**src/rtl/stw_wt_ctrl.sv**
```systemverilog
// stw_wt_ctrl: button-driven control FSM for the stopwatch/watch unit.
// Turns single-cycle button pulses into the view select, stopwatch run/clear
// controls and watch time-set increment pulses. A 100 Hz tick drives the
// edit-field blink and the edit-mode timeout. All outputs are registered.
//
// Ports
//   clk          system clock
//   reset        synchronous, active-high reset
//   i_tick       1-cycle pulse at 100 Hz
//   i_btn_mode   toggle stopwatch/watch view
//   i_btn_run    stopwatch run/stop toggle
//   i_btn_clear  stopwatch clear (only while stopped)
//   i_btn_set    watch edit-field advance
//   i_btn_up     increment the selected watch field
//   o_sw_mode    view select, 0 = stopwatch, 1 = watch
//   o_run        stopwatch count enable (level)
//   o_clear      1-cycle stopwatch clear pulse
//   o_set_field  0 none, 1 hour, 2 min, 3 sec
//   o_inc_hour   1-cycle hour increment pulse
//   o_inc_min    1-cycle minute increment pulse
//   o_inc_sec    1-cycle second increment pulse
//   o_blink      display enable for the edited field, 1 when not editing
module stw_wt_ctrl #(
  parameter int unsigned BLINK_TICKS   = 50,
  parameter int unsigned TIMEOUT_TICKS = 1000
) (
  input  logic       clk,
  input  logic       reset,
  input  logic       i_tick,
  input  logic       i_btn_mode,
  input  logic       i_btn_run,
  input  logic       i_btn_clear,
  input  logic       i_btn_set,
  input  logic       i_btn_up,
  output logic       o_sw_mode,
  output logic       o_run,
  output logic       o_clear,
  output logic [1:0] o_set_field,
  output logic       o_inc_hour,
  output logic       o_inc_min,
  output logic       o_inc_sec,
  output logic       o_blink
);

  localparam int unsigned BLINK_W = $clog2(BLINK_TICKS + 1);
  localparam int unsigned TO_W    = $clog2(TIMEOUT_TICKS + 1);

  typedef enum logic [2:0] {
    ST_STW      = 3'd0,
    ST_WT_NORM  = 3'd1,
    ST_WT_SET_H = 3'd2,
    ST_WT_SET_M = 3'd3,
    ST_WT_SET_S = 3'd4
  } state_t;

  state_t             r_state;
  logic               r_sw_mode;
  logic               r_run;
  logic               r_clear;
  logic [1:0]         r_set_field;
  logic               r_inc_hour;
  logic               r_inc_min;
  logic               r_inc_sec;
  logic               r_blink;
  logic [BLINK_W-1:0] r_blink_cnt;
  logic [TO_W-1:0]    r_to_cnt;

  state_t             w_state_nxt;
  logic               w_run_nxt;
  logic               w_clear_nxt;
  logic               w_inc_hour_nxt;
  logic               w_inc_min_nxt;
  logic               w_inc_sec_nxt;
  logic               w_blink_nxt;
  logic [1:0]         w_field_nxt;
  logic [BLINK_W-1:0] w_blink_cnt_nxt;
  logic [BLINK_W-1:0] w_blink_base;
  logic               w_blink_lvl_base;
  logic [TO_W-1:0]    w_to_cnt_nxt;
  logic [TO_W-1:0]    w_to_base;
  logic               w_to_clr;
  logic               w_entry;

  // One button acts per cycle; the highest-priority pulse wins even when the
  // current state ignores it, and lower pulses that cycle are dropped.
  logic w_sel_mode, w_sel_set, w_sel_run, w_sel_clear, w_sel_up;
  assign w_sel_mode  = i_btn_mode;
  assign w_sel_set   = i_btn_set   & ~i_btn_mode;
  assign w_sel_run   = i_btn_run   & ~i_btn_mode & ~i_btn_set;
  assign w_sel_clear = i_btn_clear & ~i_btn_mode & ~i_btn_set & ~i_btn_run;
  assign w_sel_up    = i_btn_up    & ~i_btn_mode & ~i_btn_set & ~i_btn_run & ~i_btn_clear;

  function automatic logic f_is_set(input state_t s);
    return (s == ST_WT_SET_H) || (s == ST_WT_SET_M) || (s == ST_WT_SET_S);
  endfunction

  // Next-state, next-output and counter logic.
  always_comb begin
    w_state_nxt      = r_state;
    w_run_nxt        = r_run;
    w_clear_nxt      = 1'b0;
    w_inc_hour_nxt   = 1'b0;
    w_inc_min_nxt    = 1'b0;
    w_inc_sec_nxt    = 1'b0;
    w_to_clr         = 1'b0;
    w_entry          = 1'b0;
    w_to_base        = r_to_cnt;
    w_blink_base     = r_blink_cnt;
    w_blink_lvl_base = r_blink;
    w_to_cnt_nxt     = '0;
    w_blink_cnt_nxt  = '0;
    w_blink_nxt      = 1'b1;
    w_field_nxt      = 2'd0;

    unique case (r_state)
      ST_STW: begin
        if (w_sel_mode) begin
          w_state_nxt = ST_WT_NORM;
        end else if (w_sel_run) begin
          w_run_nxt = ~r_run;
        end else if (w_sel_clear && !r_run) begin
          w_clear_nxt = 1'b1;
        end
      end
      ST_WT_NORM: begin
        if (w_sel_mode) begin
          w_state_nxt = ST_STW;
        end else if (w_sel_set) begin
          w_state_nxt = ST_WT_SET_H;
        end
      end
      ST_WT_SET_H: begin
        if (w_sel_set) begin
          w_state_nxt = ST_WT_SET_M;
          w_to_clr    = 1'b1;
        end else if (w_sel_up) begin
          w_inc_hour_nxt = 1'b1;
          w_to_clr       = 1'b1;
        end
      end
      ST_WT_SET_M: begin
        if (w_sel_set) begin
          w_state_nxt = ST_WT_SET_S;
          w_to_clr    = 1'b1;
        end else if (w_sel_up) begin
          w_inc_min_nxt = 1'b1;
          w_to_clr      = 1'b1;
        end
      end
      ST_WT_SET_S: begin
        if (w_sel_set) begin
          w_state_nxt = ST_WT_NORM;
          w_to_clr    = 1'b1;
        end else if (w_sel_up) begin
          w_inc_sec_nxt = 1'b1;
          w_to_clr      = 1'b1;
        end
      end
      default: begin
        w_state_nxt = ST_STW;
      end
    endcase

    // Entering any set state restarts both counters and shows the field.
    w_entry = f_is_set(w_state_nxt) && (w_state_nxt != r_state);
    if (w_entry || w_to_clr) begin
      w_to_base = '0;
    end
    if (w_entry) begin
      w_blink_base     = '0;
      w_blink_lvl_base = 1'b1;
    end

    // Idle timeout: the tick that reaches the limit leaves edit mode.
    if (f_is_set(w_state_nxt) && i_tick &&
        (TO_W'(w_to_base + TO_W'(1)) == TO_W'(TIMEOUT_TICKS))) begin
      w_state_nxt = ST_WT_NORM;
    end

    if (f_is_set(w_state_nxt)) begin
      w_to_cnt_nxt    = w_to_base;
      w_blink_cnt_nxt = w_blink_base;
      w_blink_nxt     = w_blink_lvl_base;
      if (i_tick) begin
        w_to_cnt_nxt = TO_W'(w_to_base + TO_W'(1));
        if (BLINK_W'(w_blink_base + BLINK_W'(1)) == BLINK_W'(BLINK_TICKS)) begin
          w_blink_cnt_nxt = '0;
          w_blink_nxt     = ~w_blink_lvl_base;
        end else begin
          w_blink_cnt_nxt = BLINK_W'(w_blink_base + BLINK_W'(1));
        end
      end
    end

    unique case (w_state_nxt)
      ST_WT_SET_H: w_field_nxt = 2'd1;
      ST_WT_SET_M: w_field_nxt = 2'd2;
      ST_WT_SET_S: w_field_nxt = 2'd3;
      default:     w_field_nxt = 2'd0;
    endcase
  end

  // State and registered outputs.
  always_ff @(posedge clk) begin
    if (reset) begin
      r_state     <= ST_STW;
      r_sw_mode   <= 1'b0;
      r_run       <= 1'b0;
      r_clear     <= 1'b0;
      r_set_field <= 2'd0;
      r_inc_hour  <= 1'b0;
      r_inc_min   <= 1'b0;
      r_inc_sec   <= 1'b0;
      r_blink     <= 1'b1;
      r_blink_cnt <= '0;
      r_to_cnt    <= '0;
    end else begin
      r_state     <= w_state_nxt;
      r_sw_mode   <= (w_state_nxt != ST_STW);
      r_run       <= w_run_nxt;
      r_clear     <= w_clear_nxt;
      r_set_field <= w_field_nxt;
      r_inc_hour  <= w_inc_hour_nxt;
      r_inc_min   <= w_inc_min_nxt;
      r_inc_sec   <= w_inc_sec_nxt;
      r_blink     <= w_blink_nxt;
      r_blink_cnt <= w_blink_cnt_nxt;
      r_to_cnt    <= w_to_cnt_nxt;
    end
  end

  assign o_sw_mode   = r_sw_mode;
  assign o_run       = r_run;
  assign o_clear     = r_clear;
  assign o_set_field = r_set_field;
  assign o_inc_hour  = r_inc_hour;
  assign o_inc_min   = r_inc_min;
  assign o_inc_sec   = r_inc_sec;
  assign o_blink     = r_blink;

endmodule
```
**config.mk**
```make
export PLATFORM = sky130hd
export DESIGN_NAME = stw_wt_ctrl
export DESIGN_NICKNAME = d
export VERILOG_FILES = /design/src/rtl/stw_wt_ctrl.sv
export SDC_FILE = /design/constraint.sdc
export NUM_CORES = 1
export LEC_CHECK = 0
export CORE_MARGIN = 4
export CORE_UTILIZATION = 30
export CTS_CLUSTER_SIZE = 40
export DETAILED_ROUTE_END_ITERATION = 10
export GPL_TIMING_DRIVEN = 0
export HOLD_SLACK_MARGIN = 0.03
export PLACE_DENSITY_LB_ADDON = 0.08
export SLEW_MARGIN = 20
export SYNTH_ARGS = -nofsm -noshare
export SYNTH_HDL_FRONTEND = slang
export SYNTH_SLANG_ARGS = --single-unit
```
**constraint.sdc**
```tcl
create_clock -name clk -period 3.1 [get_ports clk]
set_input_delay 0.31 -clock clk [delete_from_list [all_inputs] [get_ports clk]]
set_output_delay 0.31 -clock clk [all_outputs]
set_load 0.1 [all_outputs]
```
-- Word level (Yosys, flattened, before mapping)
Cells that the tools add are included.
- bits in writable memories: 0
- register bits: 28
- memories kept: 0
- output and inout port bits: 9
- input bits: 8
- word-level logic and storage cells: 88
- ROM bits: 0
- bits in latches: 0
- shift-type cells: 0
- equal/unequal tests: 13
- multipliers: 0
- div/mod/pow operators: 0
- $add $sub $neg: 2
- bitwise gates (word level): 21
- magnitude comparators: 0
- reductions and logical operators: 19
- multiplexer cells: 22
- operator list (kind ; count):
    $mux W3 ; 7
    $mux W10 ; 2
    $eq A3 B2 Y1 const B ; 6
    $mux W6 ; 3
    $pmux W3 S5 ; 1
    $not A1 Y1 ; 11
    $add A10 B1 Y10 const B ; 1
    $and A1 B1 Y1 ; 10
    $eq A10 B10 Y1 const B ; 1
    $eq A3 B3 Y1 const B ; 3
    $mux W1 ; 8
    $reduce_or A2 Y1 ; 4
    $add A6 B1 Y6 const B ; 1
    $eq A6 B6 Y1 const B ; 1
    $pmux W2 S3 ; 1
    $logic_or A1 B1 Y1 ; 5
    $logic_and A1 B1 Y1 ; 4
    $reduce_or A4 Y1 ; 1
    $eq A3 B1 Y1 const B ; 1
    $logic_not A3 Y1 ; 1
    $ne A3 B3 Y1 ; 1
    $reduce_and A3 Y1 ; 1
    $reduce_bool A3 Y1 ; 1
    $reduce_or A3 Y1 ; 1
    $logic_not A1 Y1 ; 1

-- Logic depth before layout (Yosys ltp)
Gate-level depths: netlist (run 1).
- word-level depth: 20
- mapped depth: 11
- depth with buffers taken out: 10

-- Worst setup path after synthesis (run 1)
OpenSTA, ideal clock, no wires.
- kind: reg2reg
- from: reg r_state[2]
- to: reg r_set_field[1] (netlist: o_set_field[1])
- buffers on the path: 2
- required time: 2.958 ns
- path slack: 0.484 ns
- stages on the path, launching flop included: 12
- setup time: 0.142 ns
- clock period less this slack: 2.616 ns
- arrival time: 2.475 ns
- cells stage by stage: dfxtp_1 buf_2 nor4bb_1 o32ai_2 and2_1 ha_1 nand4_1 o21ai_0 a31o_2 a211oi_4 buf_6 a221oi_1
- cells in the longest elaborated chain, start to end: 15
- elaborated cells between the ends (all ways): 32
- classes of those cells: 1 x add/sub; 12 x eq/ne; 11 x mux; 8 x reduce/logical
- ends and longest elaborated chain (item ; RTL line ; source):
    start: declaration ; 56 ; state_t r_state;
    start signal: assignment ; 218 ; r_state <= w_state_nxt;
    $mux W3 ; 128 ; end else if (w_sel_set) begin
    $mux W3 ; 126 ; if (w_sel_mode) begin
    $pmux W3 S5 ; 115 ; unique case (r_state)
    $eq A3 B2 Y1 ; 94 ; return (s == ST_WT_SET_H) || (s == ST_WT_SET_M) || (s == ST_WT_SET_S);
    $logic_or A1 B1 Y1 (2 in a row) ; 94 ;
    $logic_and A1 B1 Y1 ; 165 ; w_entry = f_is_set(w_state_nxt) && (w_state_nxt != r_state);
    $logic_or A1 B1 Y1 ; 166 ; if (w_entry || w_to_clr) begin
    $mux W10 ; 166 ;
    $add A10 B1 Y10 ; 176 ; (TO_W'(w_to_base + TO_W'(1)) == TO_W'(TIMEOUT_TICKS))) begin
    $eq A10 B10 Y1 ; 176 ;
    $logic_and A1 B1 Y1 ; 175 ; if (f_is_set(w_state_nxt) && i_tick &&
    $mux W3 * ; 175 ;
    $eq A3 B3 Y1 / $eq A3 B2 Y1 (equally long branches) ; 195 ; unique case (w_state_nxt)
    $pmux W2 S3 * ; 195 ;
    end signal: assignment ; 222 ; r_set_field <= w_field_nxt;
    end: declaration ; 60 ; logic [1:0] r_set_field;
Mark *: on every way between the ends. The rest lies on a longest branch, timed or not.
A chain may end at the register's enable or synchronous reset.

-- Worst setup path in the final report (run 1)
- from: in i_btn_mode
- to: reg r_state[2]
- cells in the longest elaborated chain, start to end: 15
- elaborated cells between the ends (all ways): 30
- classes of those cells: 1 x add/sub; 5 x eq/ne; 12 x mux; 6 x bitwise; 6 x reduce/logical
- ends and longest elaborated chain (item ; RTL line ; source):
    start: declaration ; 30 ; input logic i_btn_mode,
    $not A1 Y1 (no line) ; - ;
    $and A1 B1 Y1 ; 88 ; assign w_sel_set = i_btn_set & ~i_btn_mode;
    $mux W3 ; 128 ;
    $mux W3 ; 126 ;
    $pmux W3 S5 ; 115 ;
    $eq A3 B2 Y1 ; 94 ;
    $logic_or A1 B1 Y1 (2 in a row) ; 94 ;
    $logic_and A1 B1 Y1 ; 165 ;
    $logic_or A1 B1 Y1 ; 166 ;
    $mux W10 ; 166 ;
    $add A10 B1 Y10 ; 176 ;
    $eq A10 B10 Y1 ; 176 ;
    $logic_and A1 B1 Y1 ; 175 ;
    $mux W3 * ; 175 ;
Marks and branches as above.

==> qor.csv, run 1 <==
stage,metric,value,unit
floorplan,io_pins,17,
synth,synthXorXnorAreaFrac,7.11,%
placement,gp_congestion,0.785,
final_layout,multi_input_area,0.00123,mm2
synth,synth_top_family_by_area,simple AND/OR/NAND/NOR gates,
route,drcViolationCount,0,
floorplan,fp-row-count,28,
final_layout,n_fill_cell,626,
placement,dpl.hpwl,3350,um
timing,fmax,340,MHz
synth,ys_seq_area_share,30.4,%
synth,synthAdderAreaFrac,2.71,%
timing,post-route-period-util,95.0,%
worst_setup_path,path_cells,clkdlybuf4s50_1 > buf_2 > nor2b_4 > o32ai_4 > and2_1 > ha_2 > and4_1 > nand4_1 > a21o_1 > a211oi_4 > buf_6 > a221oi_1,
final_layout,insertedDiodeCount,0,
grt,grt_pass1_wl,7990,um
power,p_int,0.487,mW
clocking,cts.reportedPaths.clkPinSlew,0.10,ns
worst_setup_path,ff2ff_path_depth,11,
synth,synth_compound_area_share,23.1,%
floorplan,coreArea,0.00596,mm2
synth,synth_ff_type,dfxtp_1,
grt,grt_start_max_net_pins,15,
timing,min_period,2.95,ns
worst_setup_path,end_kind,register,
worst_setup_path,path_depth,12,
route,wl,4610,um
worst_setup_path,crit_arrival,3.08,ns
grt,grt_util_all_layers,13.3,%
worst_setup_path,cp_max_fo,10,
synth,synth-seq-cells,28,
power,power_frac_clock,30.1,%
power,power_density,301,mW/mm2
clocking,cts_buffers,3,
timing,hold-worst-slack,0.549,ns
synth,synth_edf_count,0,
timing,skew,0.00728,ns
final_layout,nets,254,
power,p_seq_share,55.4,%
final_layout,final_cell_area,0.00221,mm2
grt,antenna_found_initial,0,
grt,grt-ovfl-total,0,
clocking,cts_max_path_buffers,2,
power,combPwrFrac,14.6,%
synth,synthCells,221,
synth,synth.distinct_cells,57,
min_path,hold_path_class,reg2reg,
clocking,cts.sinks,28,
timing,slew_headroom,35.2,%
placement,port-buffer-count,16,
floorplan,die-area,0.00748,mm2
placement,preCtsSetupSlack,-0.581,ns
final_layout,layout_commonest_cell,dfxtp_1,
timing,rsz0062_at_grt,yes,
final_layout,final_cell_mix,"dfxtp_1 (28), nand2_1 (23), clkdlybuf4s50_1 (16), a21oi_1 (12)",
floorplan,die_h,86.5,um
power,p_leak,0.737,nW
synth,yosysWarnings,0,
power,netSwitchingPower,0.177,mW
route,drt_first_pass_iters,4,
job,maxCapViolCount,0,
synth,synth_area,0.00185,mm2
placement,placed_area,0.00210,mm2
route,vias,1607,
floorplan,chipWidth,86.5,um
route,vias_per_cell,5.10,
worst_setup_path,critPathBufInv,3,
final_layout,utilization,37.1,%
clocking,clk_latency,0.27,ns
worst_setup_path,critPathMaxStageDelay,0.59,ns
synth,synthSimpleGateAreaFrac,28.9,%
synth,async_flop_share,0,%
worst_setup_path,critical_path_class,in2reg,
run_status,status,completed,
final_layout,final_layout_size_suffix_gt1_share,14.2,%
power,p_total,0.664,mW
synth,yosys-mux-area-fraction,1.08,%
synth,synth.avg_cell_area,8.36,um2
power,p_sw_share,26.6,%
timing,tightest_slew,0.969,ns
grt,grt_pass1_vias,1551,
synth,synth_top_cell_by_area,dfxtp_1,
clocking,clockRootBuffer,clkbuf_8,
final_layout,layout.area.seq,561,um2
final_layout,area_growth,19.5,%
synth,synth_top_area_share,30.4,%
route,drt_iter0_drc,64,
synth,synth_nets,233,
worst_setup_path,start_kind,primary input,
synth,synthTopCellsByArea,"dfxtp_1 (30%), nand2_1 (4.7%), xnor2_1 (4.3%)",
clocking,postCtsSetupRepairBufs,0,
floorplan,initial_core_util,31.0,%
route,routedWlPerCell,14.6,um
timing,fin_ws,0.155,ns
timing,finalMaxSlewViolations,0,
route,antenna_left,0,
clocking,cts_tree,yes,
worst_setup_path,worstPathRequired,3.23,ns
timing,setup_violations,0,
power,peakVddDrop,171,uV
min_path,hold_path_depth,2,
worst_setup_path,crit_family,buffers and inverters,
clocking,htree_levels,1,
timing,hold_viol_final,0,
worst_setup_path,slowest_stage,clkdlybuf4s50_1,
-- cell families (layout without fill, tap and decap cells) --
family	count (synthesis)	in the layout
xor+xnor	15	15
simple gates	94	94
buf+inv	22	41
flops	28	28
fa+ha+maj	4	4
compound gates	56	56
mux	2	2
-- state kept, by name, indices dropped and copies added (netlist names), 2 cells and up --
name / flops
r_blink_cnt: 6
r_to_cnt: 10
o_set_field: 2
r_state: 3
-- stage by stage --
step	TNS, ns	cells
floorplan	0	221
global placement	-9.61	312
detailed placement	-7.47	312
CTS	0	315
global route	-0.0128	315
finish	0	315
-- per-layer routing --
metal	GRT usage [%]	vias up	wire length [um]
met4	3.12	0	54
met3	2.66	4	89
li1	-	847	-
met5	0	-	0
met1	18.0	743	2330
met2	21.9	13	2130
-- worst reg2reg max path, stage by stage (launching register included) --
cell and delay [ns]:
dfxtp_1 0.34, buf_2 0.23, nor2b_1 0.14, o32ai_4 0.41
and2_1 0.25, ha_2 0.26, and4_1 0.26, nand4_1 0.10
a21o_1 0.19, a211oi_4 0.24, buf_6 0.19, a221oi_1 0.09
-- power groups by stage --
stage	Sequential [mW]	Combinational, mW	Clock [mW]
floorplan	0.395	0.0412	0
global placement	0.376	0.0906	0
detailed placement	0.376	0.0901	0
CTS	0.368	0.0923	0.216
global route	0.369	0.104	0.226
finish	0.368	0.0966	0.200
-- cell type report --
| cell class | instances | share of cell area [%] |
|---|---|---|
| plain buffers | 15 | 4.48 |
| clock buffers | 3 | 1.87 |
| inverters | 7 | 1.19 |
| multi-input cells | 171 | 55.6 |
| flip-flops and latches | 28 | 25.4 |
| well taps | 75 | 4.25 |
| repair buffers | 16 | 7.26 |
-- path summary, 6_finish.rpt --
path / from / to / slack, ns
worst max-delay path: i_btn_mode / r_state[2]$_SDFF_PP0_ / 0.15
worst min-delay path: o_run$_SDFFE_PP0P_ / o_run$_SDFFE_PP0P_ / 0.55
worst max register to register: r_state[2]$_SDFF_PP0_ / r_state[2]$_SDFF_PP0_ / 0.24
worst min register to register: o_run$_SDFFE_PP0P_ / o_run$_SDFFE_PP0P_ / 0.55
-- Yosys cell counts (all sizes together), types with 3 or more instances --
cell type,n
nor2b,7
and2,7
xnor2,9
a21oi,12
nor2,10
nand3,8
nor3,6
nand4,6
a21o,3
clkbuf,6
xor2,6
ha,4
nand2,25
nor4,3
a221oi,4
o21ai,6
nand2b,3
inv,7
nor3b,4
dfxtp,28
a211oi,12
buf,9
-- repair_timing --
| action | CTS | global route |
|---|---|---|
| hold buffers | 0 | 0 |
| endpoints found under the setup margin | 20 | 20 |
| pin swaps | 1 | 2 |
| resized for setup | 6 | 7 |
| hold endpoints to repair | 0 | 0 |
Power figures use the tool's default switching activity.
==> inputs of run 2 (changes only) <==
ABC_CLOCK_PERIOD_IN_PS = 3100   (was not set)
CORE_ASPECT_RATIO = 0.6   (was not set)
==> run 2 against run 1 <==
Cell count rose by 2.5%. Sequential power about the same. Clock skew decreased by 0.0023 ns. Critical path depth is the same. Via count rose by 4.2%. Fmax increased by 1.3%. Worst setup slack better by 0.039 ns. Flip-flop and latch count stayed put. Highest routed layer unchanged.
==> qor.csv, run 2 (same netlist as run 1, synthesis figures left out) <==
stage,metric,value,unit
run_status,status,completed,
worst_setup_path,critical_path_class,in2reg,
power,power_frac_clock,39.2,%
grt,grt_util_all_layers,13.9,%
worst_setup_path,path_cells,clkdlybuf4s50_1 > buf_2 > nor2b_4 > o32ai_4 > and2_2 > ha_2 > and4_1 > nand4_1 > a21o_1 > a211oi_4 > buf_6 > a221oi_1,
final_layout,largest_reg_flops,10,
clocking,clk_latency,0.28,ns
final_layout,n_fill_cell,578,
timing,post-route-period-util,93.8,%
worst_setup_path,critPathMaxStageDelay,0.57,ns
clocking,cts.sinks,28,
timing,fin_tns_setup,0,ns
worst_setup_path,crit_family,buffers and inverters,
timing,rsz0062_at_grt,no,
worst_setup_path,ff2ff_path_depth,11,
clocking,cts_buffers,3,
clocking,clockRootBuffer,clkbuf_8,
floorplan,die_h,68.8,um
worst_setup_path,slowest_stage,clkdlybuf4s50_1,
min_path,hold_path_class,reg2reg,
final_layout,nets,256,
placement,dpl.hpwl,3590,um
final_layout,layout_commonest_cell,dfxtp_1,
final_layout,final_cell_mix,"dfxtp_1 (28), nand2_1 (22), clkdlybuf4s50_1 (15), a21oi_1 (12)",
worst_setup_path,r2r_setup_slack,0.22,ns
route,drcViolationCount,0,
worst_setup_path,worstPathRequired,3.25,ns
worst_setup_path,crit_arrival,3.05,ns
power,p_total,0.768,mW
route,routedWlPerCell,15.0,um
timing,setup_violations,0,
clocking,htree_levels,1,
final_layout,final_layout_size_suffix_gt1_share,16.0,%
floorplan,fp-row-count,21,
timing,finalMaxSlewViolations,0,
route,drt_first_pass_iters,4,
timing,slew_headroom,34.2,%
power,p_leak,0.770,nW
route,wl,4840,um
grt,antenna_found_initial,0,
worst_setup_path,start_kind,primary input,
final_layout,reg.largest.list,"r_to_cnt x10, r_blink_cnt x6, r_state x3",
power,combPwrFrac,12.9,%
clocking,cts_tree,yes,
floorplan,io_pins,17,
power,p_int,0.574,mW
worst_setup_path,end_kind,register,
timing,min_period,2.91,ns
timing,fmax,344,MHz
final_layout,area_growth,22.6,%
placement,gp_congestion,0.781,
timing,tightest_slew,0.984,ns
route,vias_per_cell,5.19,
power,netSwitchingPower,0.194,mW
grt,grt-ovfl-total,0,
power,peakVddDrop,215,uV
worst_setup_path,critPathBufInv,3,
clocking,cts_max_path_buffers,2,
grt,grt_pass1_vias,1568,
floorplan,die-area,0.00752,mm2
route,drt_iter0_drc,115,
timing,skew,0.00493,ns
worst_setup_path,path_depth,12,
worst_setup_path,r2r_end,r_to_cnt[1]$_SDFF_PP0_,
final_layout,final_cell_area,0.00226,mm2
grt,grt_pass1_wl,8120,um
power,power_density,339,mW/mm2
timing,hold_viol_final,0,
placement,port-buffer-count,16,
floorplan,coreArea,0.00575,mm2
route,antenna_left,0,
power,p_seq_share,47.9,%
floorplan,initial_core_util,32.1,%
placement,placed_area,0.00211,mm2
final_layout,utilization,39.3,%
power,p_sw_share,25.2,%
final_layout,top_register,r_to_cnt,
worst_setup_path,worstReg2RegStart,r_state[2]$_SDFF_PP0_,
worst_setup_path,cp_max_fo,10,
worst_setup_path,cp-startpoint,i_btn_mode,
clocking,cts.reportedPaths.clkPinSlew,0.10,ns
grt,grt_start_max_net_pins,17,
worst_setup_path,endpoint,o_set_field[1]$_SDFF_PP0_,
job,maxCapViolCount,0,
final_layout,insertedDiodeCount,0,
floorplan,chipWidth,109,um
route,vias,1675,
-- run 2: cell types whose count changed in the layout (fill, tap and decap cells not counted), sizes merged --
| cell | delta |
|---|---|
| buf | +2 |
| bufinv | +1 |
| clkdlybuf4s50 | -1 |
| dlymetal6s2s | +1 |
-- run 2: stage by stage --
stage          cells  hold slack (ns)  setup WS, ns
2_1_floorplan    221            0.495         0.484
3_3_place_gp     317            0.524        -0.784
3_5_place_dp     317            0.533        -0.725
4_1_cts          323            0.551        0.0108
5_1_grt          323            0.576       0.00648
6_report         323            0.545         0.194
-- run 2: worst min-delay path by stage --
stage / cells after the start / slack, ns / to / start
3_3_place_gp: 2 / 0.52 / o_run$_SDFFE_PP0P_ / o_run$_SDFFE_PP0P_
4_1_cts: 3 / 0.55 / r_to_cnt[9]$_SDFF_PP0_ / r_to_cnt[9]$_SDFF_PP0_
6_report: 2 / 0.54 / o_run$_SDFFE_PP0P_ / o_run$_SDFFE_PP0P_
2_1_floorplan: 1 / 0.49 / o_clear$_SDFF_PP0_ / i_btn_clear
5_1_grt: 4 / 0.58 / o_inc_hour$_SDFF_PP0_ / i_btn_set
3_5_place_dp: 2 / 0.53 / o_run$_SDFFE_PP0P_ / o_run$_SDFFE_PP0P_
-- run 2: tightest hold or removal path, cell delays in order, from the launching register on --
cell     delay [ns]
dfxtp_1        0.37
xor2_1         0.08
nor2_1         0.07
-- run 2: routing by layer --
layer	track usage, %	vias to the layer above	part of all wire [%]
met1	21.5	786	55
met5	0	-	0
li1	-	851	-
met4	1.40	0	0.35
met3	3.07	2	5.1
met2	20.1	36	39
-- run 2: repair_timing --
action	in CTS	in global routing
pin swaps	1	1
hold buffers	0	0
cloned	0	0
setup buffers	2	0
resized for setup	6	10
endpoints found under the setup margin	20	20
-- run 2: area by class of cell --
type	count	area, um2	area share (%)
plain buffers	15	98.8	4.37
clock buffers	3	41.3	1.82
clock inverters	1	30.0	1.33
inverters	7	26.3	1.16
multi-input cells	171	1230	54.3
flip-flops and latches	28	561	24.8
well taps	80	100	4.42
repair buffers	18	178	7.85
-- run 2: power groups by stage --
stage | Clock (mW) | Combinational (mW) | Sequential (mW)
finish | 0.301 | 0.0988 | 0.368
global route | 0.328 | 0.107 | 0.369
CTS | 0.308 | 0.0941 | 0.368
detailed placement | 0 | 0.0906 | 0.376
global placement | 0 | 0.0917 | 0.376
floorplan | 0 | 0.0412 | 0.395
